File: config.mk
export PLATFORM = sky130hd
export DESIGN_NAME = serial_subtractor
export DESIGN_NICKNAME = d
export VERILOG_FILES = /design/src/rtl/serial_arith_pkg.sv /design/src/rtl/full_subtractor.sv /design/src/rtl/serial_subtractor.sv
export SDC_FILE = /design/constraint.sdc
export NUM_CORES = 1
export LEC_CHECK = 0
export CELL_PAD_IN_SITES_DETAIL_PLACEMENT = 1
export CELL_PAD_IN_SITES_GLOBAL_PLACEMENT = 2
export CORE_MARGIN = 2
export CORE_UTILIZATION = 30
export DETAILED_ROUTE_END_ITERATION = 8
export GPL_ROUTABILITY_DRIVEN = 0
export PLACE_DENSITY = 0.85
export SLEW_MARGIN = 15
export SYNTH_ARGS = -nofsm -noshare
export SYNTH_HDL_FRONTEND = slang
export SYNTH_HIERARCHICAL = 1
export SYNTH_SLANG_ARGS = --single-unit
File: constraint.sdc
create_clock -name clk -period 1.4 [get_ports clk]
set_input_delay 0.28 -clock clk [delete_from_list [all_inputs] [get_ports clk]]
set_output_delay 0.28 -clock clk [all_outputs]
set_load 0.02 [all_outputs]
File: src/rtl/serial_arith_pkg.sv
// Shared types for the bit-serial arithmetic blocks.
// Latency: n/a (type definitions only).
// Backpressure: n/a.
package serial_arith_pkg;

  // Control states of a bit-serial operation.
  typedef enum logic [1:0] {
    IDLE = 2'd0,
    RUN  = 2'd1,
    DONE = 2'd2
  } state_t;

endpackage

File: src/rtl/full_subtractor.sv
// One-bit full subtractor cell: diff = a - b - bin, borrow out on underflow.
// Latency: purely combinational.
// Backpressure: none.
module full_subtractor (
  input  logic a,
  input  logic b,
  input  logic bin,
  output logic diff,
  output logic bout
);

  // Borrow is generated when a=0,b=1, and propagated when a==b.
  always_comb begin
    diff = a ^ b ^ bin;
    bout = (~a & b) | (~(a ^ b) & bin);
  end

endmodule

File: src/rtl/serial_subtractor.sv
// Bit-serial subtractor: diff = a - b - bin (mod 2^WIDTH), LSB first, one bit per cycle.
// Latency: WIDTH RUN cycles after the accepting edge; done pulses for one cycle in DONE.
// Backpressure: start is ignored while busy; optional ovf port under SERIAL_SUB_OVF_EN.
module serial_subtractor
  import serial_arith_pkg::*;
#(
  parameter int WIDTH = 8
) (
  input  logic             clk,
  input  logic             reset,
  input  logic             start,
  input  logic [WIDTH-1:0] a,
  input  logic [WIDTH-1:0] b,
  input  logic             bin,
  output logic             busy,
  output logic             done,
  output logic [WIDTH-1:0] diff,
  output logic             bout
`ifdef SERIAL_SUB_OVF_EN
  ,
  output logic             ovf
`endif
);

  localparam int CW = $clog2(WIDTH + 1);

  state_t           r_state;
  state_t           w_state_nxt;
  logic [WIDTH-1:0] r_a;
  logic [WIDTH-1:0] r_b;
  logic [WIDTH-1:0] r_res;
  logic [WIDTH-1:0] r_diff;
  logic [CW-1:0]    r_cnt;
  logic             r_br;
  logic             r_bout;
  logic             w_accept;
  logic             w_last;
  logic             w_d;
  logic             w_bo;
  logic [WIDTH-1:0] w_res_nxt;

  // A new operation can only be taken when no bit is being processed.
  assign w_accept = start && (r_state != RUN);
  // Final RUN cycle: the MSB is being processed right now.
  assign w_last   = (r_state == RUN) && (r_cnt == CW'(WIDTH - 1));

  full_subtractor u_cell (
    .a    (r_a[0]),
    .b    (r_b[0]),
    .bin  (r_br),
    .diff (w_d),
    .bout (w_bo)
  );

  // New result bit enters at the top so the LSB ends up at bit 0 after WIDTH shifts.
  assign w_res_nxt = (r_res >> 1) | (WIDTH'(w_d) << (WIDTH - 1));

  // State register.
  always_ff @(posedge clk or negedge reset) begin
    if (!reset) begin
      r_state <= IDLE;
    end else begin
      r_state <= w_state_nxt;
    end
  end

  // Next-state logic; DONE can chain straight into RUN for back-to-back work.
  always_comb begin
    w_state_nxt = r_state;
    case (r_state)
      IDLE:    w_state_nxt = start ? RUN : IDLE;
      RUN:     w_state_nxt = w_last ? DONE : RUN;
      DONE:    w_state_nxt = start ? RUN : IDLE;
      default: w_state_nxt = IDLE;
    endcase
  end

  // Moore outputs decoded from the state.
  always_comb begin
    busy = (r_state == RUN);
    done = (r_state == DONE);
  end

  // Operand capture on accept, then shift one bit per RUN cycle.
  always_ff @(posedge clk or negedge reset) begin
    if (!reset) begin
      r_a   <= '0;
      r_b   <= '0;
      r_res <= '0;
      r_br  <= 1'b0;
      r_cnt <= '0;
    end else if (w_accept) begin
      r_a   <= a;
      r_b   <= b;
      r_br  <= bin;
      r_cnt <= '0;
    end else if (r_state == RUN) begin
      r_a   <= r_a >> 1;
      r_b   <= r_b >> 1;
      r_br  <= w_bo;
      r_res <= w_res_nxt;
      r_cnt <= r_cnt + CW'(1);
    end
  end

  // Visible result only changes on completion, so partial sums are never exposed.
  always_ff @(posedge clk or negedge reset) begin
    if (!reset) begin
      r_diff <= '0;
      r_bout <= 1'b0;
    end else if (w_last) begin
      r_diff <= w_res_nxt;
      r_bout <= w_bo;
    end
  end

  assign diff = r_diff;
  assign bout = r_bout;

`ifdef SERIAL_SUB_OVF_EN
  logic r_ovf;

  // Signed overflow: borrow into the MSB differs from borrow out of it.
  always_ff @(posedge clk or negedge reset) begin
    if (!reset) begin
      r_ovf <= 1'b0;
    end else if (w_last) begin
      r_ovf <= r_br ^ w_bo;
    end
  end

  assign ovf = r_ovf;
`endif

endmodule

==> results.cfg, run 1 <==
[synth]
synth_top_family_by_area = multiplexers
ys_seq_area_share_pct = 58.3
yosysWarnings = 6
yosys-top-cells-area = dfrtp_1 58%, mux2i_1 11%, nand2_1 9.0%
synth_fa_ha_area_share_pct = 1.94
syn_area_per_cell_um2 = 11.1
synth-edff-count = 0
synthArstFlopShare_pct = 100
synthFlopType = dfrtp_1
netlist_instances = 151
synth_compound_area_share_pct = 5.68
synthSimpleGateAreaFrac_pct = 13.6
syn_area_um2 = 1670
ys_types = 20
synthMuxAreaShare_pct = 17.5
yosys.area.top_type = dfrtp_1
syn_nets = 173
synth_top_area_share_pct = 58.3
yosys_register_bits = 39
synth_xor_area_share_pct = 0

[timing]
tightest_slew_ns = 0.283
slew_viol_final = 0
timing.setup.tns_ns = -0.0523
finalClockSkew_ns = 0.00602
finalSetupViolCount = 6
period_needed_ns = 1.42
post-route-period-util_pct = 101
fmax_ghz = 0.706
slew_headroom_pct = 81.1
final_hold_viol_count = 0
fin_ws_ns = -0.0162
rsz0062_at_grt = true

[detailed_routing]
post-route-drc-count = 0
routedWlPerCell_um = 14.2
dr.pass1.iters = 3
vias_per_cell = 4.55
ant_nets = 0
drt-initial-drc-count = 36
vias = 1210
drt_wl_total_um = 3780

[placed_design]
dp_cells = 254
io_buffers = 30
dp_hpwl_um = 2270
post_dp_cell_area_um2 = 2130

[setup_path]
cp.arrival_ns = 1.14
reg2reg_depth = 5
cp.required_ns = 1.12
r2r_slack_ns = -0.01
start_kind = flip-flop
r2r-end = bout
end_kind = output port
r2r-start = r_cnt[1]
crit_type = flip-flop to output port
crit_path_max_fanout = 3

[global_route]
grt_max_degree = 45
overflow = 0
grt_pass1_vias = 1269
antenna_found_initial = 0
grt_first_pass_wirelength_um = 6330
grt_usage_pct = 13.2

[power]
p_leak_nw = 1.08
powerDensity_nw_per_um2 = 2040
vdd_drop_max_uv = 820

[finish]
drive_gt1_share_pct = 18.6
fin_area_um2 = 2280
area_growth_pct = 36.1
instances_no_fill = 266
fin_nets = 215
antenna-diode-count = 0
fillCellCount = 620

[die]
core_um2 = 5440
dieArea_um2 = 6190
pin_count = 31
die_h_um = 78.7
start_util_pct = 30.8
rows = 27
die_x_um = 78.7

[clocking]
clock_latency_ns = 0.29
clkSinkCount = 39
h-tree-depth = 2
cts-root-buf = clkbuf_8
cts_inserted_buffers = 5
cts_max_path_buffers = 2
cts_tree = done
path_clk_slew_ns = 0.08

[hold_path]
hold_path_class = input pin to asynchronous set/reset pin

[flow_run]
maxCapViolations = 0

[run_status]
status = complete, but fails checks
failed_checks = setup timing
[cell families (layout without fill, tap and decap cells)]
family	after synthesis	count (layout)
and+or+nand+nor	51	51
AOI/OAI and AO/OA	19	19
DFF	39	39
adders and majority gates	2	2
muxes	28	28
buffers and inverters	12	55
[where the power goes]
part / switching [mW] / internal, mW
registers: 0.314 / 1.62
clock network: 0.388 / 0.450
logic: 1.01 / 0.862
total: 1.71 / 2.93
[placed cells by master (no fill, tap or decap), drive strengths merged]
cell type	instances
dlygate4sd2	9
buf	14
nand3b	1
dfrtp	39
nand3	4
and2b	1
nor3	2
inv	4
o21ai	19
fa	1
nand2	40
mux2i	18
nor2	2
dlygate4sd3	1
clkbuf	8
clkinvlp	1
ha	1
clkdlybuf4s50	18
nand2b	1
mux2	10
[layer usage]
layer	up-vias	wire, um	part of all wire [%]	track usage [%]
met3	3	135	3.6	4.20
met4	0	27	0.71	3.68
met1	605	1840	49	18.2
met2	19	1780	47	20.1
met5	-	0	0	0
li1	583	-	-	-
[synthesized netlist by cell type (2+ instances only)]
master    number
nand2_1       40
dfrtp_1       39
o21ai_0       19
mux2i_1       18
mux2_2        10
clkbuf_1       4
inv_1          4
nand3_1        4
nor2_1         2
[layout make-up]
| type | count | area [um2] | area share [%] |
|---|---|---|---|
| Timing Repair Buffer | 42 | 403 | 17.7 |
| Tap cell | 72 | 90.1 | 3.95 |
| Inverter | 5 | 22.5 | 0.988 |
| Clock buffer | 8 | 100 | 4.39 |
| Multi-Input combinational cell | 100 | 687 | 30.1 |
| Sequential cell | 39 | 976 | 42.8 |
[critical path, stage by stage (launching register included)]
cell        delay (ns)
dfrtp_1           0.42
nand2b_4          0.12
clkinvlp_4        0.13
buf_2             0.18
[state kept, by name (all words and copies together), names as in the netlist]
name	cells
diff	8
r_a	8
r_b	8
r_res	7
r_cnt	4
r_br	1
r_state	2
bout	1
[per-stage QoR]
| step | power (mW) | util (%) | hold slack [ns] | setup slack [ns] |
|---|---|---|---|---|
| 6_report | 4.65 | 41.9 | 0.484 | -0.0162 |
| 3_3_place_gp | 3.70 | 39.1 | 0.267 | -0.0779 |
| 5_1_grt | 5.02 | 41.9 | 0.492 | -0.0790 |
| 4_1_cts | 4.66 | 42.2 | 0.494 | -0.131 |
| 3_5_place_dp | 3.78 | 39.1 | 0.273 | -0.0784 |
| 2_1_floorplan | 2.98 | - | -0.0156 | -0.0237 |
[worst max-delay path by stage]
stage | start | end | slack (ns)
final | r_state[0] | busy | -0.02
after global routing | r_cnt[1] | bout | -0.08
after CTS | r_cnt[1] | diff[2] | -0.13
after detailed placement | r_state[1] | busy | -0.08
after global placement | r_state[1] | busy | -0.08
after floorplan | r_cnt[0] | bout | -0.02
[what timing repair did]
| action | in CTS | in global routing |
|---|---|---|
| endpoints found under the setup margin | 20 | 21 |
| endpoints found under the hold margin | 39 | 0 |
| pin swaps | 1 | 2 |
| setup buffers | 3 | 1 |
| hold buffers | 1 | 0 |
| gates resized for setup | 24 | 9 |
| cloned | 1 | 0 |
No activity file was read; power rests on OpenSTA's default activity.
==> inputs of run 2 (changes only) <==
GPL_TIMING_DRIVEN = 0   (was unset)
==> results.cfg, run 2 (synthesized netlist as in run 1, its figures left out) <==
[die]
dieArea_um2 = 6190
rows = 27
core_um2 = 5440
die_x_um = 78.7
start_util_pct = 30.8
pin_count = 31
die_h_um = 78.7

[clocking]
cts-root-buf = clkbuf_8
clkSinkCount = 39
h-tree-depth = 2
cts_tree = done
clock_latency_ns = 0.29
cts_max_path_buffers = 2
cts_inserted_buffers = 5
path_clk_slew_ns = 0.08

[power]
vdd_drop_max_uv = 1210
seq_power_share_pct = 40.3
total_power_mw = 4.86
p_sw_mw = 1.78
p_leak_nw = 1.12
comb_power_share_pct = 42.5
cell_internal_pwr_mw = 3.08
clockPowerShare_pct = 17.2
powerDensity_nw_per_um2 = 2090
p_sw_share_pct = 36.6

[finish]
register_area_um2 = 976
area_growth_pct = 39.1
multiInputGateArea_um2 = 702
fin_area_um2 = 2330
fillCellCount = 600
final_cell_mix = 39 x nand2_1, 39 x dfrtp_1, 19 x o21ai_0, 18 x mux2i_1, 17 x clkdlybuf4s50_1
fin_nets = 221
instances_no_fill = 272
drive_gt1_share_pct = 21.5
postLayoutCoreUtil_pct = 42.8
antenna-diode-count = 0

[setup_path]
max_stage_delay_ns = 0.38
crit_type = flip-flop to flip-flop
path_cells = nand2b_4 -> buf_6 -> nor3_4 -> buf_6 -> mux2_4
critPathSlowestCell = dfrtp_1
path_buf_inv = 2
start_kind = flip-flop
crit_path_max_fanout = 5
critPathTopFamily = flip-flops
cp_common_cell = buf_6
cp.required_ns = 1.57
cp.arrival_ns = 1.65
end_kind = flip-flop

[global_route]
grt_usage_pct = 13.8
grt_pass1_vias = 1304
grt_first_pass_wirelength_um = 6580
overflow = 0
grt_max_degree = 28
antenna_found_initial = 0

[placed_design]
dp_cells = 253
post_dp_cell_area_um2 = 2070
io_buffers = 29
dp_hpwl_um = 2480
dp_worst_setup_slack_ns = -0.697

[detailed_routing]
drt-initial-drc-count = 43
post-route-drc-count = 0
drt_wl_total_um = 3830
routedWlPerCell_um = 14.1
vias = 1237
ant_nets = 0
vias_per_cell = 4.55
dr.pass1.iters = 4

[timing]
period_needed_ns = 1.48
finalSetupViolCount = 10
finalClockSkew_ns = 0.00586
post-route-period-util_pct = 106
final_hold_viol_count = 0
slew_headroom_pct = 77.6
fin_ws_ns = -0.0829
tightest_slew_ns = 0.337
fmax_ghz = 0.674
slew_viol_final = 0
rsz0062_at_grt = true

[hold_path]
hold_path_class = input pin to asynchronous set/reset pin

[flow_run]
maxCapViolations = 0

[run_status]
status = complete, but fails checks
failed_checks = setup timing
## run 2: changes by cell type in the layout (fill, tap and decap cells not counted), sizes merged
| cell | previous run | this run |
|---|---|---|
| inv | 4 | 5 |
| buf | 14 | 18 |
| clkdlybuf4s50 | 18 | 17 |
| clkbuf | 8 | 11 |
| clkinvlp | 1 | 0 |
## run 2: metrics by stage
stage               hold slack [ns]  setup TNS (ns)
CTS                           0.424          -0.692
floorplan                   -0.0156          -0.213
detailed placement            0.204           -4.00
global route                  0.432           -1.40
finish                        0.414          -0.660
global placement              0.459          -41.53
## run 2: final cells by class
| type | count | area share, % |
|---|---|---|
| flip-flops and latches | 39 | 41.9 |
| multi-input cells | 100 | 30.1 |
| repair buffers | 41 | 16.6 |
| clock buffers | 8 | 4.30 |
| well taps | 72 | 3.87 |
| plain buffers | 7 | 2.04 |
| inverters | 5 | 1.13 |
## run 2: layer usage
layer  wire (um)  vias to the layer above  global-route usage, %
met1        1770                      613                   17.9
met3         153                        5                   3.86
met4          35                        0                   3.68
li1            -                      599                      -
met5           0                        -                      0
met2        1870                       20                   22.7
## run 2: power groups by stage
stage / clock network, mW / registers, mW / logic [mW]
after floorplan: 0 / 2.04 / 0.942
after global placement: 0 / 1.93 / 1.70
after detailed placement: 0 / 1.96 / 1.76
after CTS: 0.861 / 1.96 / 2.05
after global routing: 0.911 / 2.03 / 2.31
final: 0.838 / 1.96 / 2.06
## run 2: worst paths after layout
check / from / endpoint / slack [ns] / cells after the start
max: r_state[1] / diff[2] / -0.08 / 5
min: reset / r_state[0] / 0.41 / 2
max reg2reg: r_state[1] / diff[2] / -0.08 / 5
min reg2reg: r_res[1] / r_res[1] / 0.48 / 2
max in group asynchronous: reset / r_res[5] / 0.54 / 3
min in group clk: start / r_b[1] / 0.42 / 3
## run 2: timing repair
action	CTS	global route
setup endpoints to repair	41	20
cloned	1	0
endpoints found under the hold margin	12	0
resized for setup	41	10
hold buffers	1	0
buffers inserted	9	2
pin swaps	2	1
## run 2: worst register-to-register path: cells and delay by family, from the launching register on
kind,cells,cell delay (ns)
simple gates,2,0.38
mux,1,0.31
flops,1,0.38
buf+inv,2,0.30
==> inputs of run 3 (changes only) <==
==> constraint.sdc (replaced) <==
create_clock -name clk -period 1.4 [get_ports clk]
set_input_delay 0.42 -clock clk [delete_from_list [all_inputs] [get_ports clk]]
set_output_delay 0.42 -clock clk [all_outputs]
set_load 0.02 [all_outputs]
==> results.cfg, run 3 (synthesized netlist as in run 1, its figures left out) <==
[setup_path]
path_cells = nand2b_4 -> clkinv_4 -> buf_8 -> buf_6
max_stage_delay_ns = 0.42
r2r_slack_ns = -0.01
cp.required_ns = 0.98
reg2reg_depth = 5
crit_path_max_fanout = 3
end_kind = output port
start_kind = flip-flop
crit_type = flip-flop to output port
critPathSlowestCell = dfrtp_1
cp.arrival_ns = 1.13

[timing]
post-route-period-util_pct = 111
rsz0062_at_grt = true
final_hold_viol_count = 0
slew_viol_final = 0
finalSetupViolCount = 11
slew_headroom_pct = 76.9
fmax_ghz = 0.646
tightest_slew_ns = 0.346
fin_ws_ns = -0.147
period_needed_ns = 1.55
finalClockSkew_ns = 0.00242

[placed_design]
io_buffers = 29
dp_cells = 253
dp_hpwl_um = 2350

[die]
rows = 27
pin_count = 31
die_x_um = 78.7
core_um2 = 5440
die_h_um = 78.7
dieArea_um2 = 6190
start_util_pct = 30.8

[detailed_routing]
post-route-drc-count = 0
drt-initial-drc-count = 48
vias_per_cell = 4.53
ant_nets = 0
routedWlPerCell_um = 13.2
vias = 1209
drt_wl_total_um = 3520
dr.pass1.iters = 4

[clocking]
h-tree-depth = 2
clkSinkCount = 39
cts_inserted_buffers = 5
clock_latency_ns = 0.29
cts-root-buf = clkbuf_8
path_clk_slew_ns = 0.07
hold_buffers = 0
cts_max_path_buffers = 2
cts_tree = done

[global_route]
overflow = 0
grt_max_degree = 27
antenna_found_initial = 0
grt_first_pass_wirelength_um = 5950
grt_pass1_vias = 1218
grt_usage_pct = 12.6

[power]
comb_power_share_pct = 42.6
clockPowerShare_pct = 16.2
powerDensity_nw_per_um2 = 2080
vdd_drop_max_uv = 719
cell_internal_pwr_mw = 3.00
p_sw_mw = 1.74
seq_power_share_pct = 41.1
p_sw_share_pct = 36.7
p_leak_nw = 1.10

[finish]
final_cell_mix = 39 x nand2_1, 39 x dfrtp_1, 19 x o21ai_0, 18 x mux2i_1, 17 x clkdlybuf4s50_1
fin_nets = 217
area_growth_pct = 36.2
postLayoutCoreUtil_pct = 41.9
instances_no_fill = 267
drive_gt1_share_pct = 25.1
antenna-diode-count = 0

[run_status]
failed_checks = setup timing
status = complete, but fails checks

[hold_path]
hold_path_class = input pin to asynchronous set/reset pin

[flow_run]
maxCapViolations = 0
-- run 3: cell types whose count changed in the layout (fill, tap and decap cells not counted), moves of 2 or more --
cell / change
clkdlybuf4s15_2: +2
dlygate4sd2_1: -9
clkbuf_2: +7
buf_4: -2
buf_12: +2
buf_6: -2
-- run 3: timing repair --
| action | in CTS | in global routing |
|---|---|---|
| pin swaps | 1 | 0 |
| setup buffers | 6 | 1 |
| gates resized for setup | 50 | 15 |
| setup endpoints to repair | 25 | 34 |
-- run 3: area by class of cell --
type | count | area (um2)
Buffer | 7 | 47.5
Sequential cell | 39 | 976
Clock inverter | 1 | 5.00
Tap cell | 72 | 90.1
Multi-Input combinational cell | 100 | 702
Fill cell | 590 | 3160
Timing Repair Buffer | 37 | 353
Clock buffer | 6 | 82.6
Inverter | 5 | 23.8
-- run 3: critical path, delay by kind of cell (launching register included) --
kind	cells	cell delay, ns
buf+inv	3	0.30
flops	1	0.42
simple gates	1	0.12
-- run 3: through the flow --
stage	worst slack [ns]	area (um2)	setup TNS, ns	power (mW)	hold slack [ns]
2_1_floorplan	-0.0237	1680	-0.213	2.99	0.124
6_report	-0.147	2280	-0.289	4.74	0.0218
3_5_place_dp	-0.609	2070	-3.15	3.69	0.347
3_3_place_gp	-1.13	2060	-47.09	3.64	0.460
5_1_grt	-0.191	2280	-0.868	5.13	0.0334
4_1_cts	-0.160	2290	-0.534	4.79	0.0252
-- run 3: routing by layer --
metal | track usage (%) | vias to the layer above | share of wire, %
li1 | - | 595 | -
met1 | 17.0 | 586 | 48
met2 | 18.4 | 23 | 45
met3 | 3.75 | 5 | 4.3
met4 | 6.32 | 0 | 2.1
met5 | 0 | - | 0
-- run 3: worst paths after layout --
kind | from | to
max | r_state[0] | busy
min | reset | diff[0]
max reg2reg | r_cnt[0] | diff[3]
min reg2reg | r_b[2] | r_b[1]
max in group asynchronous | reset | r_cnt[0]
min in group clk | r_b[2] | r_b[1]
-- run 3: power by group through the flow --
stage	Clock, mW	Combinational, mW	Sequential (mW)
after floorplan	0	0.946	2.04
after global placement	0	1.70	1.94
after detailed placement	0	1.73	1.95
after CTS	0.794	2.05	1.94
after global routing	0.837	2.25	2.03
final	0.768	2.02	1.95
